### src/rtl/seven_seg_mux.sv
// seven_seg_mux: time-multiplexed driver for a common-anode seven-segment
// display. A prescaler divides clk into per-digit slots; each slot starts
// with a short dark interval to suppress ghosting, then lights one digit.
// New values are double-buffered and only become visible at a frame boundary.
module seven_seg_mux #(
    parameter int DIGITS       = 4,
    parameter int PRESCALE     = 1000,
    parameter int BLANK_CYCLES = 16,
    parameter int HEX_MODE     = 1
) (
    input  logic                  clk,
    input  logic                  reset,
    input  logic                  load,
    input  logic [4*DIGITS-1:0]   data,
    input  logic [DIGITS-1:0]     dp,
    input  logic                  lz_blank,
    output logic [DIGITS-1:0]     digit_sel,
    output logic [7:0]            segments,
    output logic                  frame_done
);

    localparam int CW = (PRESCALE > 1) ? $clog2(PRESCALE) : 1;
    localparam int IW = (DIGITS > 1) ? $clog2(DIGITS) : 1;
    localparam logic [CW-1:0] CNT_LAST = CW'(PRESCALE - 1);
    localparam logic [IW-1:0] IDX_LAST = IW'(DIGITS - 1);
    localparam logic [6:0]    DASH     = 7'b0000001;

    logic [CW-1:0]         count;
    logic [IW-1:0]         index;
    logic [4*DIGITS-1:0]   pend_data;
    logic [DIGITS-1:0]     pend_dp;
    logic                  pend_lz;
    logic [4*DIGITS-1:0]   act_data;
    logic [DIGITS-1:0]     act_dp;
    logic                  act_lz;
    logic                  slot_end;
    logic                  run;
    logic [DIGITS-1:0]     lz_mask;
    logic [3:0]            nibble;
    logic                  cur_dp;
    logic [6:0]            pattern;
    logic                  blank_now;
    logic [DIGITS-1:0]     sel_next;
    logic [7:0]            seg_next;

    // Segment pattern in abcdefg order; the top six codes fall back to a
    // dash when the display is used for decimal-only values.
    function automatic logic [6:0] decode(input logic [3:0] n);
        logic [6:0] p;
        case (n)
            4'h0: p = 7'b1111110;
            4'h1: p = 7'b0110000;
            4'h2: p = 7'b1101101;
            4'h3: p = 7'b1111001;
            4'h4: p = 7'b0110011;
            4'h5: p = 7'b1011011;
            4'h6: p = 7'b1011111;
            4'h7: p = 7'b1110000;
            4'h8: p = 7'b1111111;
            4'h9: p = 7'b1111011;
            4'hA: p = (HEX_MODE != 0) ? 7'b1110111 : DASH;
            4'hB: p = (HEX_MODE != 0) ? 7'b0011111 : DASH;
            4'hC: p = (HEX_MODE != 0) ? 7'b1001110 : DASH;
            4'hD: p = (HEX_MODE != 0) ? 7'b0111101 : DASH;
            4'hE: p = (HEX_MODE != 0) ? 7'b1001111 : DASH;
            default: p = (HEX_MODE != 0) ? 7'b1000111 : DASH;
        endcase
        return p;
    endfunction

    assign slot_end   = (count == CNT_LAST);
    assign frame_done = slot_end && (index == IDX_LAST);

    // Prescaler and digit index: the index steps once per prescaler wrap.
    always_ff @(posedge clk) begin
        if (reset) begin
            count <= '0;
            index <= '0;
        end else if (slot_end) begin
            count <= '0;
            index <= (index == IDX_LAST) ? '0 : index + IW'(1);
        end else begin
            count <= count + CW'(1);
        end
    end

    // Double buffer: loads land in pending; active only changes at frame end,
    // taking a coincident load directly so it is not delayed a whole frame.
    always_ff @(posedge clk) begin
        if (reset) begin
            pend_data <= '0;
            pend_dp   <= '0;
            pend_lz   <= 1'b0;
            act_data  <= '0;
            act_dp    <= '0;
            act_lz    <= 1'b0;
        end else begin
            if (load) begin
                pend_data <= data;
                pend_dp   <= dp;
                pend_lz   <= lz_blank;
            end
            if (frame_done) begin
                if (load) begin
                    act_data <= data;
                    act_dp   <= dp;
                    act_lz   <= lz_blank;
                end else begin
                    act_data <= pend_data;
                    act_dp   <= pend_dp;
                    act_lz   <= pend_lz;
                end
            end
        end
    end

    // Leading-zero mask: walk down from the top digit while the digits stay
    // zero with no decimal point; digit 0 always stays visible.
    always_comb begin
        lz_mask = '0;
        run     = 1'b1;
        for (int i = DIGITS - 1; i >= 0; i--) begin
            run = run && (act_data[4*i +: 4] == 4'd0) && !act_dp[i];
            if (i != 0) begin
                lz_mask[i] = act_lz && run;
            end
        end
    end

    // Next-state view of the outputs for the digit currently being scanned.
    always_comb begin
        nibble    = act_data[{index, 2'b00} +: 4];
        cur_dp    = act_dp[index];
        pattern   = decode(nibble);
        blank_now = (int'(count) < BLANK_CYCLES) || lz_mask[index];
        sel_next  = '1;
        seg_next  = 8'hFF;
        if (!blank_now) begin
            sel_next[index] = 1'b0;
            seg_next        = ~{cur_dp, pattern};
        end
    end

    // Registered pin drivers so the display lines are glitch-free.
    always_ff @(posedge clk) begin
        if (reset) begin
            digit_sel <= '1;
            segments  <= 8'hFF;
        end else begin
            digit_sel <= sel_next;
            segments  <= seg_next;
        end
    end

endmodule

### config.mk
export PLATFORM = sky130hd
export DESIGN_NAME = seven_seg_mux
export DESIGN_NICKNAME = d
export VERILOG_FILES = /design/src/rtl/seven_seg_mux.sv
export SDC_FILE = /design/constraint.sdc
export NUM_CORES = 1
export LEC_CHECK = 0
export BUFFER_PORTS_ARGS = -buffer_cell sky130_fd_sc_hd__buf_2
export CORE_UTILIZATION = 35
export CTS_CLUSTER_DIAMETER = 40
export DETAILED_ROUTE_END_ITERATION = 12
export GPL_TIMING_DRIVEN = 0
export PLACE_DENSITY = 0.54
export SETUP_SLACK_MARGIN = 0.1
export SYNTH_ARGS = -nofsm -noshare
export SYNTH_HDL_FRONTEND = slang
export SYNTH_SLANG_ARGS = --single-unit
### constraint.sdc
create_clock -name clk -period 2.3 [get_ports clk]
set_input_delay 0.46 -clock clk [delete_from_list [all_inputs] [get_ports clk]]
set_output_delay 0.46 -clock clk [all_outputs]
set_load 0.02 [all_outputs]
==> flow_metrics.py, run 1 <==
metrics = {
    "synth": {
        "synth_cell_types": 42,
        "ys_warn_count": 0,
        "synthesis.nets": 324,
        "ys_seq_elements": 66,
        "synth_common_cells": "66 x dfxtp_1, 59 x nor2_1, 22 x mux2i_1, 19 x a211oi_2, 15 x nand2_1",
        "synth_area_um2": 2910,
        "synth_area_leaders": "dfxtp_1 45%, a211oi_2 8.2%, nor2_1 7.6%",
        "synth_cells": 290,
        "synth_edf_count": 0,
        "yosysMostFrequentCell": "dfxtp_1",
        "synth_top_flop_cell": "dfxtp_1",
        "synth_top_area_share_pct": 45.3,
        "syn_avg_cell_area_um2": 10.0,
        "async_flop_share_pct": 0,
        "synth_area_leader_cell": "dfxtp_1",
        "ys_seq_area_share_pct": 45.3,
    },
    "sta": {
        "tns_ns": 0,
        "finalMaxSlewViolations": 0,
        "fin_crit_sh_pct": 90.9,
        "period_needed_ns": 2.09,
        "fin_hold_ws_ns": 0.376,
        "clock_skew_ns": 0.00679,
        "setup_viol": 0,
        "finalHoldViolations": 0,
        "rsz0062_at_grt": "false",
        "maxSlewHeadroom_pct": 54.1,
        "fmax_mhz": 478,
        "worst_pin_slew_ns": 0.688,
    },
    "global_routing": {
        "grt_pass1_vias": 2171,
        "grtUsageTotal_pct": 15.4,
        "grt_antenna_before_repair": 0,
        "grt_pass1_wl_mm": 10.3,
        "overflow": 0,
        "grt_max_degree": 12,
    },
    "clock_network": {
        "cts_tree": "done",
        "worstSkewPairLatency_ns": 0.35,
        "clockBufferDepth": 2,
        "root_buffer": "clkbuf_8",
        "cts_inserted_buffers": 9,
        "clk_pin_slew_ns": 0.07,
        "clock_sinks": 66,
        "h-tree-depth": 3,
    },
    "cells_and_area": {
        "finalInstanceArea_um2": 3480,
        "seqCellArea_um2": 1330,
        "antenna_cells": 0,
        "final_util_pct": 44.1,
        "fin_cells": 449,
        "nets": 376,
        "drive_gt1_share_pct": 28.8,
        "area_delta_synth_final_pct": 19.5,
        "fillCellCount": 783,
        "multi_input_area_um2": 1470,
    },
    "drt": {
        "wl_mm": 6.06,
        "routed-wl-met3_um": 257,
        "drt_iter0_drc": 71,
        "top_layer": "met4",
        "ant_nets": 0,
        "drt-pass1-iter-count": 4,
        "vias": 2217,
        "drt-vias-per-instance": 4.94,
        "wl_met1_mm": 2.99,
        "drc": 0,
        "met2_length_mm": 2.67,
        "wl_per_cell_um": 13.5,
    },
    "floorplanning": {
        "initial_utilization_pct": 36.9,
        "num_rows": 32,
        "die_w_um": 93.2,
        "die-area_um2": 8690,
        "coreArea_um2": 7890,
        "io_pins": 37,
        "die_y_um": 93.2,
    },
    "placement": {
        "hpwl_mm": 4.27,
        "io_buffers": 35,
        "placedCellCount": 427,
        "gp_routability_congestion": 0.761,
        "placed_area_um2": 3220,
    },
    "worst_setup_path": {
        "slowest_stage": "mux4_2",
        "crit_buf_inv": 2,
        "critPathMaxFanout": 9,
        "crit_type": "reg -> reg",
        "startpoint_type": "flop",
        "crit_chain": "buf_8, mux4_2, ha_4, buf_4, nand4b_1, o31ai_1, a21oi_1, o2111ai_1",
        "required_ns": 2.49,
        "endpoint_kind": "flop",
        "crit_family": "multiplexers",
        "cp_data_arrival_time_ns": 2.28,
        "cpPeakStageDelay_ns": 0.59,
    },
    "min_path": {
        "holdCritPathClass": "in -> reg",
    },
    "power": {
        "power_leakage_uw": 0.00129,
        "worst_ir_drop_vdd_mv": 0.292,
        "p_per_area_nw_per_um2": 631,
    },
    "run": {
        "maxCapViolations": 0,
    },
    "status": {
        "status": "finished clean",
    },
}
cell usage in the layout (no fill, tap or decap), types with 8 or more instances in the layout:
cell / instances
a211oi_2: 19
nand2_1: 15
ha_1: 8
buf_2: 39
dfxtp_1: 65
clkbuf_8: 12
inv_1: 8
nor2_1: 59
mux2i_1: 22
buf_4: 8
clkbuf_1: 9
registers in the layout, summed over array words and instances (netlist names):
name,cells
act_data,16
pend_data,16
count,10
segments,8
act_dp,4
digit_sel,4
pend_dp,4
index,2
act_lz,1
pend_lz,1
tightest hold or removal path: cells and delay by family:
| family | cells | cell delay (ns) |
|---|---|---|
| muxes | 1 | 0.07 |
| buffers and inverters | 1 | 0.07 |
| and+or+nand+nor | 1 | 0.08 |
final cells by class:
class | instances | area share (%)
clock buffer | 12 | 4.74
inverter | 8 | 0.863
tap | 102 | 3.67
buffer | 19 | 3.38
sequential | 66 | 38.1
timing repair buffer | 41 | 6.33
multi-input combinational | 197 | 42.2
clock inverter | 4 | 0.719
power by group:
part | switching [µW] | internal [µW]
Clock | 437 | 475
Sequential | 8.26 | 1170
Combinational | 63.8 | 45.0
per-stage QoR:
stage | total power [µW] | setup slack (ns)
6_report | 2200 | 0.208
5_1_grt | 2280 | 0.0879
4_1_cts | 2230 | 0.116
3_5_place_dp | 1310 | -0.0180
3_3_place_gp | 1310 | -0.0122
2_1_floorplan | 1270 | 0.297
logic make-up (layout without fill, tap and decap cells):
| kind of cell | after synthesis | in the layout | synth area share (%) |
|---|---|---|---|
| fa+ha+maj | 10 | 10 | 4.29 |
| simple gates | 110 | 110 | 18.0 |
| xor+xnor | 8 | 8 | 2.40 |
| compound gates | 42 | 42 | 13.6 |
| buf+inv | 27 | 84 | 4.94 |
| mux | 27 | 27 | 11.4 |
| flops | 66 | 66 | 45.3 |
repair_timing:
action                                  in CTS  in global routing
endpoints found under the setup margin       1                  1
buffers inserted                             0                  6
hold buffers                                 0                  0
gates resized for setup                      2                  5
pin swaps                                    0                  3
per-layer routing:
metal | up-vias | GRT usage, %
met2 | 41 | 23.8
met3 | 15 | 3.41
met4 | 0 | 7.69
li1 | 1121 | -
met5 | - | 0
met1 | 1040 | 20.2
worst paths after layout:
kind | start | end | cells after the start | slack (ns)
worst max-delay path | index[0] | segments[6] | 8 | 0.21
worst min-delay path | dp[3] | pend_dp[3] | 3 | 0.38
worst max register to register | index[0] | segments[6] | 8 | 0.21
worst min register to register | count[0] | count[0] | 1 | 0.45
(Power assumes the default switching activity.)
==> run 2: changes to the inputs <==
- CORE_ASPECT_RATIO: default -> 0.7
==> flow_metrics.py, run 2 (synthesized netlist as in run 1, its figures left out) <==
metrics = {
    "sta": {
        "rsz0062_at_grt": "false",
        "setup_viol": 0,
        "maxSlewHeadroom_pct": 51.9,
        "finalMaxSlewViolations": 0,
        "worst_pin_slew_ns": 0.722,
        "period_needed_ns": 2.10,
        "fin_crit_sh_pct": 91.2,
        "fmax_mhz": 477,
        "finalHoldViolations": 0,
        "clock_skew_ns": 0.00807,
        "setup_ws_ns": 0.203,
    },
    "worst_setup_path": {
        "r2r-start": "index[0]",
        "reg2reg_to": "segments[6]",
        "cp.depth": 7,
        "endpoint_kind": "flop",
        "startpoint_type": "flop",
        "crit_family": "multiplexers",
        "worst-r2r-cell-count": 7,
        "cp_data_arrival_time_ns": 2.25,
        "critPathMaxFanout": 10,
        "rrSetupSlack_ns": 0.20,
        "cpPeakStageDelay_ns": 0.59,
        "critPathMostFrequentCell": "o31ai_1",
        "crit_chain": "buf_8, mux4_2, ha_4, nand4b_1, o31ai_1, o31ai_1, o2111ai_1",
        "required_ns": 2.45,
        "crit_buf_inv": 1,
        "crit_type": "reg -> reg",
        "slowest_stage": "mux4_2",
    },
    "cells_and_area": {
        "reg.largest.list": "act_data x16, pend_data x16, count x10",
        "layout_commonest_cell": "dfxtp_1",
        "antenna_cells": 0,
        "nets": 371,
        "final_cell_mix": "65 x dfxtp_1, 59 x nor2_1, 39 x buf_2",
        "drive_gt1_share_pct": 26.5,
        "area_delta_synth_final_pct": 19.7,
        "fin_cells": 440,
    },
    "clock_network": {
        "cts_tree": "done",
        "clk_pin_slew_ns": 0.05,
        "cts_inserted_buffers": 9,
        "worstSkewPairLatency_ns": 0.33,
        "root_buffer": "clkbuf_16",
        "cts_hold_buf": 0,
        "clock_sinks": 66,
        "h-tree-depth": 3,
        "clockBufferDepth": 2,
    },
    "drt": {
        "ant_nets": 0,
        "vias": 2164,
        "drc": 5,
        "wl_mm": 6.15,
        "drt_iter0_drc": 100,
        "drt-pass1-iter-count": 8,
        "wl_per_cell_um": 14.0,
        "drt-vias-per-instance": 4.92,
    },
    "power": {
        "power.switching_uw": 518,
        "p_comb_share_pct": 4.5,
        "worst_ir_drop_vdd_mv": 0.474,
        "switching_share_pct": 21.2,
        "p_per_area_nw_per_um2": 700,
        "clockPowerShare_pct": 47.2,
        "p_seq_share_pct": 48.3,
        "power_leakage_uw": 0.00129,
        "p_int_uw": 1920,
        "finalPower_uw": 2440,
    },
    "status": {
        "status": "complete, but fails checks",
        "violations": "DRC",
    },
    "floorplanning": {
        "die-area_um2": 8700,
        "die_w_um": 111,
        "coreArea_um2": 7970,
        "io_pins": 37,
        "die_y_um": 78.3,
        "num_rows": 27,
        "initial_utilization_pct": 36.6,
    },
    "min_path": {
        "holdCritPathClass": "in -> reg",
        "min_from": "dp[3]",
        "holdPathEnd": "pend_dp[3]",
        "whs_path_depth": 3,
    },
    "global_routing": {
        "grt_max_degree": 11,
        "grtUsageTotal_pct": 15.7,
        "grt_pass1_wl_mm": 10.5,
        "grt_pass1_vias": 2046,
        "overflow": 0,
        "grt_antenna_before_repair": 0,
    },
    "placement": {
        "post-place-ws_ns": 0.000354,
        "placedCellCount": 426,
        "gp_routability_congestion": 0.775,
        "io_buffers": 35,
        "hpwl_mm": 4.46,
    },
    "run": {
        "maxCapViolations": 0,
    },
}
[run 2: cell type report]
class                      count  area (µm²)
timing repair buffer          36         183
clock buffer                  12         236
clock inverter                 1        5.00
buffer                        19         118
tap                          101         126
inverter                       8        30.0
multi-input combinational    197        1460
fill                         789        4490
sequential                    66        1330
[run 2: power by group through the flow]
stage               combinational [µW]  sequential [µW]  clock, µW
floorplan                         73.9             1200          0
global placement                   111             1200          0
detailed placement                 112             1200          0
CTS                                112             1180       1180
global route                       125             1180       1240
finish                             110             1180       1150
[run 2: stage by stage]
| step | hold slack [ns] | area [µm²] | setup TNS, ns | util (%) |
|---|---|---|---|---|
| after floorplan | 0.418 | 2910 | 0 | - |
| after global placement | 0.430 | 3220 | -0.0337 | 40.3 |
| final | 0.399 | 3490 | 0 | 43.7 |
| after global routing | 0.418 | 3490 | 0 | 43.7 |
| after detailed placement | 0.449 | 3220 | 0 | 40.3 |
| after CTS | 0.394 | 3460 | 0 | 43.4 |
[run 2: worst min-delay path: cells and delay by family]
kind / cells / cell delay [ns]
buffers and inverters: 1 / 0.08
and+or+nand+nor: 1 / 0.08
muxes: 1 / 0.08
[run 2: repair_timing]
action | CTS | global route
buffers inserted | 0 | 1
resized for setup | 2 | 6
pin swaps | 0 | 1
endpoints found under the setup margin | 1 | 1
hold endpoints to repair | 0 | 0
[run 2: worst max path at each step]
stage | start | to | slack [ns]
floorplan | index[0] | segments[6] | 0.30
global placement | index[0] | segments[6] | -0.03
detailed placement | index[0] | segments[6] | 0.0004
CTS | index[0] | segments[6] | 0.12
global route | index[0] | segments[6] | 0.12
finish | index[0] | segments[6] | 0.20
[run 2: per-layer routing]
metal  track usage (%)  wire [µm]  vias to the layer above
met1              22.1       3360                     1009
met4              3.65         10                        0
met3              7.26        331                        2
met2              21.5       2450                       47
met5                 0          0                        -
li1                  -          -                     1106
